### src/rtl/rv32i_pkg.sv
// Shared RV32I integer-core constants and the writeback-source encoding used
// by the register-file access controller.
package rv32i_pkg;

    localparam int XLEN       = 32;
    localparam int REG_ADDR_W = 5;
    localparam int NUM_REGS   = 32;

    typedef enum logic {
        WB_ALU = 1'b0,
        WB_LSU = 1'b1
    } wb_src_e;

endpackage

### src/rtl/wb_rr_arb.sv
// Two-way round-robin arbiter for the shared register-file write port.
// After every grant the non-granted requester becomes the favoured one.
module wb_rr_arb (
    input  logic       clk,
    input  logic       rst,
    input  logic [1:0] req,
    output logic [1:0] gnt
);

    logic ptr;  // index of the requester that wins a tie

    // NOTE: every output of an always_comb gets a default first so that no
    // path leaves it unassigned, which would otherwise infer a latch.
    always_comb begin
        gnt = 2'b00;
        if (req == 2'b11) begin
            gnt[ptr] = 1'b1;
        end else begin
            gnt = req;
        end
    end

    // NOTE: state is updated with non-blocking assignments so every flop
    // samples pre-edge values regardless of block evaluation order.
    always_ff @(posedge clk or posedge rst) begin
        if (rst) begin
            ptr <= 1'b0;
        end else if (|gnt) begin
            ptr <= gnt[0];
        end
    end

endmodule

### src/rtl/regfile_access_ctrl.sv
// Issue-side scoreboard and read sequencing for the register file, plus the
// shared write port fed by the ALU (wb0) and LSU (wb1) writeback streams.
module regfile_access_ctrl #(
    parameter int XLEN       = rv32i_pkg::XLEN,
    parameter int REG_ADDR_W = rv32i_pkg::REG_ADDR_W
) (
    input  logic                  clk,
    input  logic                  rst,
    input  logic                  issue_valid,
    output logic                  issue_ready,
    input  logic [REG_ADDR_W-1:0] issue_rs1,
    input  logic [REG_ADDR_W-1:0] issue_rs2,
    input  logic [REG_ADDR_W-1:0] issue_rd,
    input  logic                  issue_rd_we,
    input  logic                  issue_wb_src,
    output logic                  opnd_valid,
    input  logic                  wb0_valid,
    output logic                  wb0_ready,
    input  logic [REG_ADDR_W-1:0] wb0_rd,
    input  logic [XLEN-1:0]       wb0_data,
    input  logic                  wb1_valid,
    output logic                  wb1_ready,
    input  logic [REG_ADDR_W-1:0] wb1_rd,
    input  logic [XLEN-1:0]       wb1_data,
    output logic [REG_ADDR_W-1:0] rf_rs_addr_1,
    output logic [REG_ADDR_W-1:0] rf_rs_addr_2,
    output logic                  rf_renable,
    output logic [REG_ADDR_W-1:0] rf_rd_addr,
    output logic [XLEN-1:0]       rf_rd_val,
    output logic                  rf_wenable,
    output logic [31:0]           busy_vec
);

    import rv32i_pkg::NUM_REGS;
    import rv32i_pkg::wb_src_e;
    import rv32i_pkg::WB_ALU;
    import rv32i_pkg::WB_LSU;

    logic [1:0]            gnt;
    logic                  wb_fire;
    logic [REG_ADDR_W-1:0] wb_rd;
    logic [XLEN-1:0]       wb_data;
    wb_src_e               wb_src;

    logic [NUM_REGS-1:0]   busy_q;
    logic [NUM_REGS-1:0]   src_tbl;
    logic [NUM_REGS-1:0]   clr_vec;
    logic [NUM_REGS-1:0]   set_vec;
    logic [NUM_REGS-1:0]   busy_eff;
    logic                  accept;

    wb_rr_arb u_arb (
        .clk (clk),
        .rst (rst),
        .req ({wb1_valid, wb0_valid}),
        .gnt (gnt)
    );

    assign wb0_ready = gnt[0];
    assign wb1_ready = gnt[1];
    assign wb_fire   = |gnt;

    always_comb begin
        wb_rd   = wb0_rd;
        wb_data = wb0_data;
        wb_src  = WB_ALU;
        if (gnt[1]) begin
            wb_rd   = wb1_rd;
            wb_data = wb1_data;
            wb_src  = WB_LSU;
        end
    end

    assign rf_rd_addr = wb_rd;
    assign rf_rd_val  = wb_data;
    assign rf_wenable = wb_fire && (wb_rd != '0) && !rst;

    // Only the source that owns the pending result may retire it; a stray
    // write from the other unit still lands in the regfile (WAW tolerated).
    always_comb begin
        clr_vec = '0;
        if (wb_fire && (wb_rd != '0) && (src_tbl[wb_rd] == wb_src)) begin
            clr_vec[wb_rd] = 1'b1;
        end
    end

    // Write and read-address capture share the edge, so a register retiring
    // this cycle already reads back the new value.
    assign busy_eff    = busy_q & ~clr_vec;
    assign issue_ready = !(busy_eff[issue_rs1] || busy_eff[issue_rs2] ||
                           (issue_rd_we && busy_eff[issue_rd]));

    assign accept       = issue_valid && issue_ready && !rst;
    assign rf_renable   = accept;
    assign rf_rs_addr_1 = issue_rs1;
    assign rf_rs_addr_2 = issue_rs2;

    always_comb begin
        set_vec = '0;
        if (accept && issue_rd_we && (issue_rd != '0)) begin
            set_vec[issue_rd] = 1'b1;
        end
    end

    // NOTE: the source table is small and its contents are observable after
    // reset, so it is reset like ordinary state rather than left as memory.
    always_ff @(posedge clk or posedge rst) begin
        if (rst) begin
            busy_q     <= '0;
            src_tbl    <= '0;
            opnd_valid <= 1'b0;
        end else begin
            busy_q     <= busy_eff | set_vec;
            opnd_valid <= accept;
            if (|set_vec) begin
                src_tbl[issue_rd] <= issue_wb_src;
            end
        end
    end

    assign busy_vec = busy_q;

endmodule

### config.mk
export PLATFORM = sky130hd
export DESIGN_NAME = regfile_access_ctrl
export DESIGN_NICKNAME = d
export VERILOG_FILES = /design/src/rtl/rv32i_pkg.sv /design/src/rtl/wb_rr_arb.sv /design/src/rtl/regfile_access_ctrl.sv
export SDC_FILE = /design/constraint.sdc
export NUM_CORES = 1
export LEC_CHECK = 0
export CORE_MARGIN = 4
export CORE_UTILIZATION = 25
export CTS_CLUSTER_SIZE = 40
export DETAILED_ROUTE_END_ITERATION = 10
export PLACE_DENSITY = 0.5
export SYNTH_ARGS = -nofsm -noshare
export SYNTH_HDL_FRONTEND = slang
export SYNTH_HIERARCHICAL = 1
export SYNTH_SLANG_ARGS = --single-unit
export TNS_END_PERCENT = 1
### constraint.sdc
create_clock -name clk -period 9.38 [get_ports clk]
set_clock_uncertainty 0.05 [all_clocks]
set_input_delay 1.407 -clock clk [delete_from_list [all_inputs] [get_ports clk]]
set_output_delay 1.407 -clock clk [all_outputs]
set_load 0.02 [all_outputs]
==> metrics.txt <==
Nets=between 900 and 1000; met2 wire length=about 13000 um; share of layout cells above drive strength 1=0.177; Slew @ Worst Pin=between 1 and 1.5 ns; drt total wl=27700 um; num rows=56; Reg clk slew, reported paths=about 0.060 ns; crit start category=input pin; Switching Fraction=0.372; final setup TNS=0 ns; FF-to-FF setup slack=3.11 ns; async set or reset register ratio after synthesis=1.00; Num CTS Buffers=9; RePlAce Congestion=0.961; PnR worst setup slack=slightly above 0.4 ns; initial antenna violation count=0; Die Span X=around 160 um; crit path DAT=~7.5 ns; internal power=0.000710 W; Worst Path Required=7.92 ns; Seq/Total Area, Yosys=0.276; worst r2r dst=src_tbl[1]; synth warn=6; clock share of power=0.312; Seq cells post-synth=66; vias in the first global route=6139; HP Class=register to register; Layout Utilization=0.353; P per Cell Area=136 mW/mm^2; first-pass GRT wire length=40800 um; Setup crit end=rf_renable; Critical Path Start=wb1_valid; CTS tree=yes; Top Layer Used=met4; reg2reg start=u_arb/ptr; DR WL met3=roughly 2400 um; Crit. End Element=primary output; Post-synth EDFFs=0; commonest non-fill, non-tap cell in the layout=clkdlybuf4s50_1; IO Count=181; crit path max fanout=31; Routed WL per cell=between 20 and 25 um; Reg2Reg Depth=15; P&R area growth vs syn=38.7%; Starting DRT DRC Count=752; ant diodes=0; Yosys cell types=between 80 and 90; Pleak=between 3 and 4 nW; worst setup path category=input pin to primary output; Final setup viols=0; PortBufs=180; drt pass-1 iters=5; Die Y-Extent=163 um; DPL Wire Length=21500 um; clk sinks=66; WL met1=around 12000 um; # fillers=2424; slew margin rel.=0.246; total gr overflow=0; Final Hold Vio Count=0; Via density=roughly 5.4; Root Buffer=clkbuf_16; Mean Syn Cell Area=8.62 um^2; most frequent cells in the layout=clkdlybuf4s50_1, nand2_1, dfrtp_1, nor2_1; CORE AREA=0.0235 mm^2; crit share post-route=0.956; Cell Area, Placed=0.00798 mm^2; GRT Total Usage=0.205; unrepaired setup endpoints after global routing=false; max_cap viols=0; Psw=0.000421 W; Residual DRC=0; total number of H-tree levels=3; post-synthesis cell count=693; DR vias=6291; Main synth FF type=dfrtp_1; Final Max Slew Viols=0; synthesized net count=between 700 and 800; peak supply drop=0.0809 mV; pre-CTS setup slack=0.494 ns; die area=about 0.026 mm^2; outcome=complete, no violations; Post-Syn Area=0.00598 mm^2; max frequency=0.111 GHz; Hold WS=0.366 ns; Comb power frac=0.385; largest net degree at the start of global routing=68; Design Area, Final=between 0.008 and 0.009 mm^2; later-pin clock latency in the skew report=0.36 ns; initial core utilization=0.255; sequential share of power=0.303; Final ANT Viol Nets=0; Final min period=8.97 ns; clock buffer depth=2
[metal layers]
| layer | vias up | GRT usage |
|---|---|---|
| li1 | 2893 | - |
| met1 | 3031 | 0.281 |
| met2 | 327 | 0.318 |
| met3 | 40 | 0.0547 |
| met4 | 0 | 0.0587 |
| met5 | - | 0 |
[synth_stat cells (all sizes together) (9+ instances only)]
library cell / n / share of area
a21oi: 27 / 0.023
buf: 34 / 0.041
clkbuf: 25 / 0.016
dfrtp: 66 / 0.28
inv: 26 / 0.016
mux2: 57 / 0.12
mux2i: 15 / 0.028
nand2: 75 / 0.048
nand2b: 11 / 0.012
nand3: 33 / 0.044
nand4: 9 / 0.013
nor2: 58 / 0.036
nor3: 39 / 0.033
o21ai: 34 / 0.028
o22ai: 11 / 0.012
o311ai: 15 / 0.024
o31ai: 12 / 0.016
or3: 9 / 0.0094
[what timing repair did]
action	CTS	global route
endpoints found under the setup margin	0	1
buffers inserted	0	0
gates resized for setup	0	1
hold buffers	0	0
[per-stage QoR]
step | instances | total power [W]
floorplan | 693 | 0.000585
global placement | 1149 | 0.000779
detailed placement | 1149 | 0.000776
CTS | 1165 | 0.00113
global route | 1165 | 0.00118
finish | 1165 | 0.00113
[critical path: stages]
cell and delay (ns):
clkdlybuf4s50_1 0.50, a21boi_4 0.68, or3_1 0.45, a21oi_1 0.14, o41ai_2 0.42, o2111ai_2 0.46
nor3_2 0.97, mux2i_1 0.58, and4_1 0.27, nor4_1 0.05, a311oi_1 0.46, a31oi_4 0.13
and2_1 0.23, and3_1 0.21, clkdlybuf4s50_1 0.54
[worst min-delay path by stage]
stage                            end  startpoint  depth (start not counted)  slack [ns]
final                     src_tbl[0]  src_tbl[0]                          0        0.37
after floorplan           src_tbl[0]  src_tbl[0]                          1        0.40
after global placement    src_tbl[0]  src_tbl[0]                          0        0.35
after detailed placement  src_tbl[0]  src_tbl[0]                          0        0.35
after global routing      src_tbl[0]  src_tbl[0]                          0        0.39
after CTS                 src_tbl[0]  src_tbl[0]                          0        0.36
[final cells by class]
type	instances	area, um^2	share of cell area
Multi-Input combinational cell	541	3910	0.472
Timing Repair Buffer	196	1920	0.232
Sequential cell	66	1650	0.199
Tap cell	319	399	0.0482
Clock buffer	10	239	0.0288
Inverter	27	101	0.0122
Clock inverter	6	65.1	0.00785
[cell families (layout without fill, tap and decap cells)]
group           count (synthesis)  after routing  share of synthesized area
simple gates                  288            288                      0.265
compound gates                177            177                      0.222
buf+inv                        86            239                     0.0739
mux                            76             76                      0.162
flops                          66             66                      0.276
[power by group through the flow]
stage	clock network [W]	logic [W]	registers, W
after CTS	0.000360	0.000431	0.000342
after detailed placement	0	0.000430	0.000346
final	0.000353	0.000436	0.000342
after global routing	0.000373	0.000460	0.000345
after floorplan	0	0.000231	0.000354
after global placement	0	0.000431	0.000348
[state kept, by name, indices dropped and copies added, names as in the netlist]
name and flops:
busy_vec 32, opnd_valid 1, src_tbl 32, u_arb/ptr 1
(Power assumes the default switching activity.)
